===== src/rtl/isa_host_pkg.sv =====
// Shared ISA host definitions: command encodings, FSM states, phase-length clamp.
// No logic, so no latency; no flow control.
package isa_host_pkg;

    localparam logic [1:0] CMD_MEMR = 2'b00;
    localparam logic [1:0] CMD_MEMW = 2'b01;
    localparam logic [1:0] CMD_IOR  = 2'b10;
    localparam logic [1:0] CMD_IOW  = 2'b11;

    localparam int TMR_W = 16;

    typedef enum logic [2:0] {
        ST_IDLE,
        ST_SETUP,
        ST_STROBE,
        ST_HOLD,
        ST_RECOVER
    } state_t;

    function automatic int at_least_one(input int v);
        return (v < 1) ? 1 : v;
    endfunction

endpackage


===== src/rtl/isa_host_timer.sv =====
// Phase down-counter: load sets the count and dec steps it toward zero; zero is combinational.
// Load takes effect on the next edge; there is no flow control.
module isa_host_timer
    import isa_host_pkg::*;
#(
    parameter int W = TMR_W
) (
    input  logic         clk,
    input  logic         reset_l,
    input  logic         load,
    input  logic [W-1:0] load_val,
    input  logic         dec,
    output logic         zero
);

    logic [W-1:0] cnt;

    always_ff @(posedge clk or negedge reset_l) begin
        if (!reset_l) begin
            cnt <= '0;
        end else if (load) begin
            cnt <= load_val;
        end else if (dec && (cnt != '0)) begin
            cnt <= cnt - 1'b1;
        end
    end

    assign zero = (cnt == '0);

endmodule


===== src/rtl/isa_host.sv =====
// ISA bus master: one mem/io command per bus cycle; rsp_valid comes SETUP+STROBE+1 cycles after acceptance.
// Backpressure: cmd_ready is high only in IDLE; bus_chrdy stretches the strobe up to RDY_TIMEOUT cycles.
module isa_host
    import isa_host_pkg::*;
#(
    parameter int SETUP_CYCLES    = 2,
    parameter int STROBE_CYCLES   = 8,
    parameter int HOLD_CYCLES     = 2,
    parameter int RECOVERY_CYCLES = 4,
    parameter int RDY_TIMEOUT     = 255
) (
    input  logic        clk,
    input  logic        reset_l,
    input  logic        cmd_valid,
    output logic        cmd_ready,
    input  logic [1:0]  cmd_type,
    input  logic [19:0] cmd_addr,
    input  logic [7:0]  cmd_wdata,
    output logic        rsp_valid,
    output logic [7:0]  rsp_rdata,
    output logic        rsp_err,
    output logic [19:0] bus_a,
    output logic [7:0]  bus_d_out,
    output logic        bus_d_oe,
    input  logic [7:0]  bus_d_in,
    output logic        bus_memr_l,
    output logic        bus_memw_l,
    output logic        bus_ior_l,
    output logic        bus_iow_l,
    output logic        bus_aen,
    input  logic        bus_chrdy
);

    localparam logic [TMR_W-1:0] SETUP_LD  = TMR_W'(at_least_one(SETUP_CYCLES) - 1);
    localparam logic [TMR_W-1:0] STROBE_LD = TMR_W'(at_least_one(STROBE_CYCLES) - 1);
    localparam logic [TMR_W-1:0] HOLD_LD   = TMR_W'(at_least_one(HOLD_CYCLES) - 1);
    localparam logic [TMR_W-1:0] RECOV_LD  = TMR_W'((RECOVERY_CYCLES > 0) ? RECOVERY_CYCLES - 1 : 0);
    localparam logic [TMR_W-1:0] TIMEOUT   = TMR_W'(RDY_TIMEOUT);

    state_t           state, next_state;
    logic [19:0]      addr_q;
    logic [7:0]       wdata_q;
    logic [1:0]       type_q;
    logic [TMR_W-1:0] ext_q;
    logic             chrdy_s1, chrdy_s2;
    logic             rsp_valid_q, rsp_err_q;
    logic [7:0]       rsp_rdata_q;

    logic             accept, strobe_done, timed_out, ext_inc;
    logic             tmr_load, tmr_dec, tmr_zero;
    logic [TMR_W-1:0] tmr_val;

    isa_host_timer #(.W(TMR_W)) u_timer (
        .clk      (clk),
        .reset_l  (reset_l),
        .load     (tmr_load),
        .load_val (tmr_val),
        .dec      (tmr_dec),
        .zero     (tmr_zero)
    );

    // Gating with reset_l keeps cmd_ready low for the whole reset pulse, not just after the first edge.
    assign cmd_ready = (state == ST_IDLE) && reset_l;
    assign accept    = cmd_valid && cmd_ready;

    always_comb begin
        next_state  = state;
        tmr_load    = 1'b0;
        tmr_val     = '0;
        tmr_dec     = 1'b0;
        strobe_done = 1'b0;
        timed_out   = 1'b0;
        ext_inc     = 1'b0;
        case (state)
            ST_IDLE: begin
                if (accept) begin
                    next_state = ST_SETUP;
                    tmr_load   = 1'b1;
                    tmr_val    = SETUP_LD;
                end
            end
            ST_SETUP: begin
                if (tmr_zero) begin
                    next_state = ST_STROBE;
                    tmr_load   = 1'b1;
                    tmr_val    = STROBE_LD;
                end else begin
                    tmr_dec = 1'b1;
                end
            end
            ST_STROBE: begin
                // Past the minimum width the timer rests at zero and each cycle is a wait state.
                if (!tmr_zero) begin
                    tmr_dec = 1'b1;
                end else if (chrdy_s2 || (ext_q == TIMEOUT)) begin
                    strobe_done = 1'b1;
                    timed_out   = !chrdy_s2;
                    next_state  = ST_HOLD;
                    tmr_load    = 1'b1;
                    tmr_val     = HOLD_LD;
                end else begin
                    ext_inc = 1'b1;
                end
            end
            ST_HOLD: begin
                if (tmr_zero) begin
                    next_state = (RECOVERY_CYCLES > 0) ? ST_RECOVER : ST_IDLE;
                    tmr_load   = (RECOVERY_CYCLES > 0);
                    tmr_val    = RECOV_LD;
                end else begin
                    tmr_dec = 1'b1;
                end
            end
            ST_RECOVER: begin
                if (tmr_zero) begin
                    next_state = ST_IDLE;
                end else begin
                    tmr_dec = 1'b1;
                end
            end
            default: next_state = ST_IDLE;
        endcase
    end

    always_ff @(posedge clk or negedge reset_l) begin
        if (!reset_l) begin
            state       <= ST_IDLE;
            addr_q      <= '0;
            wdata_q     <= '0;
            type_q      <= CMD_MEMR;
            ext_q       <= '0;
            chrdy_s1    <= 1'b1;
            chrdy_s2    <= 1'b1;
            rsp_valid_q <= 1'b0;
            rsp_err_q   <= 1'b0;
            rsp_rdata_q <= '0;
        end else begin
            state       <= next_state;
            chrdy_s1    <= bus_chrdy;
            chrdy_s2    <= chrdy_s1;
            rsp_valid_q <= strobe_done;
            if (accept) begin
                addr_q  <= cmd_addr;
                wdata_q <= cmd_wdata;
                type_q  <= cmd_type;
                ext_q   <= '0;
            end else if (ext_inc) begin
                ext_q <= ext_q + 1'b1;
            end
            // Read data is sampled on the edge that ends the strobe, while the line is still low.
            if (strobe_done) begin
                rsp_err_q <= timed_out;
                if (timed_out)
                    rsp_rdata_q <= 8'hFF;
                else if (type_q[0])
                    rsp_rdata_q <= 8'h00;
                else
                    rsp_rdata_q <= bus_d_in;
            end
        end
    end

    logic on_bus, strobing;
    assign on_bus   = (state == ST_SETUP) || (state == ST_STROBE) || (state == ST_HOLD);
    assign strobing = (state == ST_STROBE);

    assign bus_a      = addr_q;
    assign bus_aen    = !on_bus;
    assign bus_d_oe   = on_bus && type_q[0];
    assign bus_d_out  = bus_d_oe ? wdata_q : 8'h00;
    assign bus_memr_l = !(strobing && (type_q == CMD_MEMR));
    assign bus_memw_l = !(strobing && (type_q == CMD_MEMW));
    assign bus_ior_l  = !(strobing && (type_q == CMD_IOR));
    assign bus_iow_l  = !(strobing && (type_q == CMD_IOW));

    assign rsp_valid = rsp_valid_q;
    assign rsp_rdata = rsp_rdata_q;
    assign rsp_err   = rsp_err_q;

endmodule


===== config.mk =====
export PLATFORM = sky130hd
export DESIGN_NAME = isa_host
export DESIGN_NICKNAME = d
export VERILOG_FILES = /design/src/rtl/isa_host_pkg.sv /design/src/rtl/isa_host_timer.sv /design/src/rtl/isa_host.sv
export SDC_FILE = /design/constraint.sdc
export NUM_CORES = 1
export LEC_CHECK = 0
export ABC_AREA = 1
export CELL_PAD_IN_SITES_DETAIL_PLACEMENT = 2
export CELL_PAD_IN_SITES_GLOBAL_PLACEMENT = 2
export CORE_AREA = 2 2 122 124
export DETAILED_ROUTE_END_ITERATION = 8
export DIE_AREA = 0 0 124 126
export GPL_TIMING_DRIVEN = 0
export PLACE_DENSITY = 0.87
export SLEW_MARGIN = 10
export SYNTH_ARGS = -nofsm -noshare
export SYNTH_HDL_FRONTEND = slang
export SYNTH_SLANG_ARGS = --single-unit

===== constraint.sdc =====
create_clock -name clk -period 2.2 [get_ports clk]
set_clock_uncertainty 0.1 [all_clocks]
set_input_delay 0.44 -clock clk [delete_from_list [all_inputs] [get_ports clk]]
set_output_delay 0.44 -clock clk [all_outputs]
set_load 0.1 [all_outputs]

### Word-level counts from Yosys, hierarchy flattened

Index checks and enable logic that the tools add are counted.

* magnitude comparators: 0
* shifts and indexed selects: 0
* bitwise logic cells: 0
* multipliers: 0
* muxes and demuxes: 34
* reduce and logical (&&, ||, !) cells: 26
* add/subtract/negate cells: 2
* divide/modulo/power cells: 0
* eq/ne operators: 14

Operators with widths (count)
* $mux 16: 4
* $mux 8: 3
* $mux 3: 7
* $add 16x1->16 const B: 1
* $eq 16x8->1 const B: 1
* $logic_not 16->1: 1
* $mux 1: 16
* $reduce_bool 16->1: 1
* $sub 16x1->16 const B: 1
* $pmux 3 s5: 1
* $pmux 3 s4: 1
* $ne 2x2->1 const B: 5
* $logic_and 1x1->1: 8
* $eq 3x2->1 const B: 2
* $logic_not 1->1: 6
* $reduce_and 6->1: 1
* $eq 2x2->1 const B: 2
* $reduce_bool 2->1: 2
* $reduce_or 4->1: 1
* $eq 3x1->1 const B: 1
* $eq 3x3->1 const B: 1
* $logic_not 3->1: 1
* $logic_or 1x1->1: 3
* $pmux 1 s3: 1
* other kinds (5): 5

* bits of input ports: 42
* memory bits (writable): 0
* word-level logic and storage cells: 87
* memories kept: 0
* output and inout bits: 45
* flip-flop bits (word level): 77
* bits in read-only memories: 0
* latch bits: 0

### Longest topological paths before layout

* word-level depth: 7
* gate-level depth with buffers: 12
* depth with buffers taken out: 11

### Cells and area by module

A second synthesis with hierarchy kept.

* cells, all modules: 559
* area, all modules: 4195.3 um2

Modules (own cells, without submodules)
* isa_host: instances 1, seq. area each 1529.0 um2, cells an instance 376, area an instance 2940.3 um2
* isa_host_timer: instances 1, seq. area each 400.4 um2, cells an instance 183, area an instance 1255.0 um2

### Worst setup path before layout

No wires, ideal clock.

* path kind: register to output
* from: reg state[0]
* to: out bus_d_out[0]
* stages on the path, launching flop included: 8
* arrival: 4043 ps
* data required time: 1660 ps
* slack: -2383 ps
* cells stage by stage: dfrtp_1 inv_1 nand2_2 nor2_8 nor2_2 nor2_1 inv_1 nor2_1

* word-level cells in the longest chain between the ends: 5
* elaborated cells between the ends (all ways): 7
* classes of those cells: eq/ne: 3; mux: 1; reduce/logical: 3

RTL lines
* start, declared: RTL line isa_host.sv:40 `state_t state, next_state;`
* start signal, assigned: RTL line isa_host.sv:138 `state <= next_state;`
* $eq 3x1->1 / $eq 3x2->1 (equally long branches): RTL line isa_host.sv:164 `assign on_bus = (state == ST_SETUP) || (state == ST_STROBE) || (state == ST_HOLD);`
* $logic_or 1x1->1: RTL line isa_host.sv:164
* $logic_or 1x1->1 (*): RTL line isa_host.sv:164
* $logic_and 1x1->1 (*): RTL line isa_host.sv:169 `assign bus_d_oe = on_bus && type_q[0];`
* net bus_d_oe: RTL line isa_host.sv:24 `output logic bus_d_oe,`
* $mux 8 (*): RTL line isa_host.sv:170 `assign bus_d_out = bus_d_oe ? wdata_q : 8'h00;`
* end, declared: RTL line isa_host.sv:23 `output logic [7:0] bus_d_out,`

Mark *: on every way through the listed nets, which the timed path passes. The rest lies on a longest branch.

### Worst setup path in the final report

* from: reg state[0]
* to: out bus_d_out[3]

* word-level cells in the longest chain between the ends: 5
* elaborated cells between the ends (all ways): 7
* classes of those cells: eq/ne: 3; mux: 1; reduce/logical: 3

RTL lines (RTL line)
* $eq 3x1->1 / $eq 3x2->1 (equally long branches): isa_host.sv:164
* $logic_or 1x1->1: isa_host.sv:164
* $logic_or 1x1->1 (*): isa_host.sv:164
* $logic_and 1x1->1 (*): isa_host.sv:169
* $mux 8 (*): isa_host.sv:170

Every way passes the cells marked *; elsewhere a longest branch is shown, timed or not.

==> results.yml <==
outcome:
  status: "complete, but fails checks"
  failed_checks: "negative setup slack"
clock_network:
  cts_max_level: 3
  numCtsBuffers: 9
  clockRootBuffer: "clkbuf_16"
  path_clk_slew_ns: 0.07
  clockBufferDepth: 2
  tritoncts: "done"
  clock_sinks: 77
  clock_latency_ns: 0.36
routing:
  routedWlPerCell_um: 23.0
  dr.pass1.iters: 5
  drt_iter0_drc: 283
  drc: 0
  vias: 4354
  antenna_left: 0
  viasPerCell: 5.16
  drt-total-wl_um: 19400
logic_synthesis:
  synth_warnings: 0
  yosys-top-cells-area: "dfrtp_1, nand2_1, nor2_1"
  synth_cells: 536
  synth_area_um2: 4050
  ys_seq_area_frac: 0.477
  yosys.area.top_type_share: 0.464
  yosysTopAreaCell: "dfrtp_1"
  synth_fp_nets: 581
  ys_types: 30
  postSynthAreaPerCell_um2: 7.55
  ys_seq_elements: 77
power_and_ir_drop:
  ir_drop_uv: 1330
  p_leak_nw: 2.92
  power_density_nw_per_um2: 1680
floorplanning:
  coreArea_um2: 14300
  initial_core_util: 0.283
  dieArea_um2: 15600
  die_h_um: 126
  die_w_um: 124
  num_rows: 44
  ioPinCount: 87
place:
  gp_congestion: 0.798
  dp_hpwl_um: 10100
  io_buffers: 86
cells_and_area:
  synthToLayoutAreaGrowth_pct: 47.6
  final_nets: 700
  antenna_cells: 0
  final_core_util: 0.417
  drive_gt1_frac: 0.186
critical_path:
  cpPeakStageDelay_ns: 0.42
  crit_type: "register to output port"
  required_ns: 1.66
  timing.rr.end: "u_timer.cnt[8]"
  endpoint_kind: "output port"
  rr_worst_depth: 10
  worstSetupStartpointType: "register"
  crit_fanout: 8
  ff2ff_setup_slack_ns: -0.04
  cpMostUsedCell: "nor2_4"
  crit_chain: "inv_2 -> nand2_4 -> nor2_8 -> nor2_4 -> nor2_4 -> clkinvlp_4 -> buf_12 -> nor2_4 -> buf_12"
  worstPathArrival_ns: 2.01
  worstReg2RegStart: "u_timer.cnt[2]"
  crit_path_top_delay_cell: "dfrtp_1"
timing:
  setup_violations: 25
  rsz0062_at_grt: "true"
  slew_headroom: 0.325
  fin_tns_setup_ns: -2.82
  fmax_mhz: 391
  hold_violations: 0
  fin_crit_sh: 1.16
  worst_pin_slew_ns: 1.02
  timing.final.crit_period_ns: 2.55
  fin_ws_ns: -0.354
  drv_slew: 0
global_route:
  grt_pass1_vias: 4890
  grt_pass1_wl_um: 27200
  grt_use_total: 0.232
  grt_start_max_net_pins: 43
  grt_antenna_before_repair: 0
  grt-ovfl-total: 0
flow_run:
  drv_cap: 0
hold_path:
  hold_class: "input pin to async pin"
==> worst max-delay path, delay by kind of cell (launching register included) <==
kind / cells / cell delay, ns
buffers and inverters: 4 / 0.66
AND/OR/NAND/NOR: 5 / 0.56
flip-flops: 1 / 0.42
==> cell families (layout without fill, tap and decap cells) <==
logic type               Yosys count  after routing  synth area share
AO/OA/AOI/OAI                     24             24            0.0346
XOR/XNOR                          12             12            0.0260
adder cells (fa/ha/maj)            3              3           0.00927
buffers and inverters             61            185            0.0677
flip-flops                        77             77             0.477
AND/OR/NAND/NOR                  359            359             0.386
==> flip-flops by register name (all words and copies together) (netlist names) <==
name         cells
bus_a           20
chrdy_s1         1
chrdy_s2         1
ext_q           16
rsp_err          1
rsp_rdata        8
rsp_valid        1
state            3
type_q           2
u_timer.cnt     16
wdata_q          8
==> timing repair <==
item,CTS,global route
hold buffers,3,0
endpoints found under the hold margin,33,0
resized for setup,153,50
buffers inserted,10,8
setup endpoints to repair,60,65
pin swaps,3,6
==> layer usage <==
metal  vias up  GRT usage  routed length (µm)
met1      2284      0.271                7530
met3        41     0.0448                 673
met2       106      0.403               10700
met5         -          0                   0
li1       1923          -                   -
met4         0      0.108                 548
==> layout make-up <==
type                    instances  area (µm²)
flip-flops and latches         77        1930
multi-input cells             398        1990
clock buffers                  11         243
inverters                      45         179
well taps                     184         230
repair buffers                108        1200
clock inverters                 5        83.8
fillers                      1606        8340
plain buffers                  16         116
==> through the flow <==
stage                     std cells  power, mW  hold slack [ns]  worst slack [ns]  area, µm²
final                           844       10.1           0.0197            -0.354       5980
after detailed placement        807       7.51            0.249            -0.998       5240
after floorplan                 536       6.11           0.0444            -0.822       4120
after CTS                       836       9.46           0.0319            -0.240       5780
after global placement          806       7.30            0.247             -3.80       5210
after global routing            844       10.5           0.0250            -0.384       5980
==> where the power goes <==
group	switching, mW	internal [mW]
Combinational	4.52	1.52
Clock	0.708	1.03
Sequential	0.407	1.88
==> worst max-delay path by stage <==
stage	endpoint	from	slack [ns]	cells after the start
2_1_floorplan	bus_d_out[0]	state[2]	-0.82	5
5_1_grt	bus_d_out[3]	state[0]	-0.38	9
3_5_place_dp	cmd_ready	reset_l	-1.0	4
6_report	bus_d_out[3]	state[0]	-0.35	9
3_3_place_gp	cmd_ready	reset_l	-3.80	3
4_1_cts	bus_d_out[1]	state[0]	-0.24	9
==> cell usage in the layout, fill, tap and decap left out, types with 15 or more instances in the layout <==
master,netlist,routed
clkdlybuf4s50_1,0,40
dfrtp_1,75,72
nand3_1,31,27
inv_1,39,34
buf_12,0,15
nand4_1,17,17
nand2_1,227,227
buf_4,4,20
dlygate4sd2_1,0,28
nor2_1,57,46
==> synth_stat cells <==
library cell  number
nand2_1          227
dfrtp_1           75
nor2_1            57
inv_1             39
nand3_1           31
nand4_1           17
o21ai_0           16
xor2_1             7
clkbuf_1           5
inv_2              5
nand3b_1           5
nor3_1             5
xnor2_1            5
a31o_2             4
buf_2              4
buf_4              4
nor2_2             4
buf_6              3
ha_1               3
nand2_2            3
nor3b_2            3
a21oi_1            2
dfstp_2            2
nand3_2            2
nor2_4             2
nor2_8             2
a21o_1             1
inv_4              1
nor2b_2            1
o21bai_1           1
(Power assumes the default switching activity.)
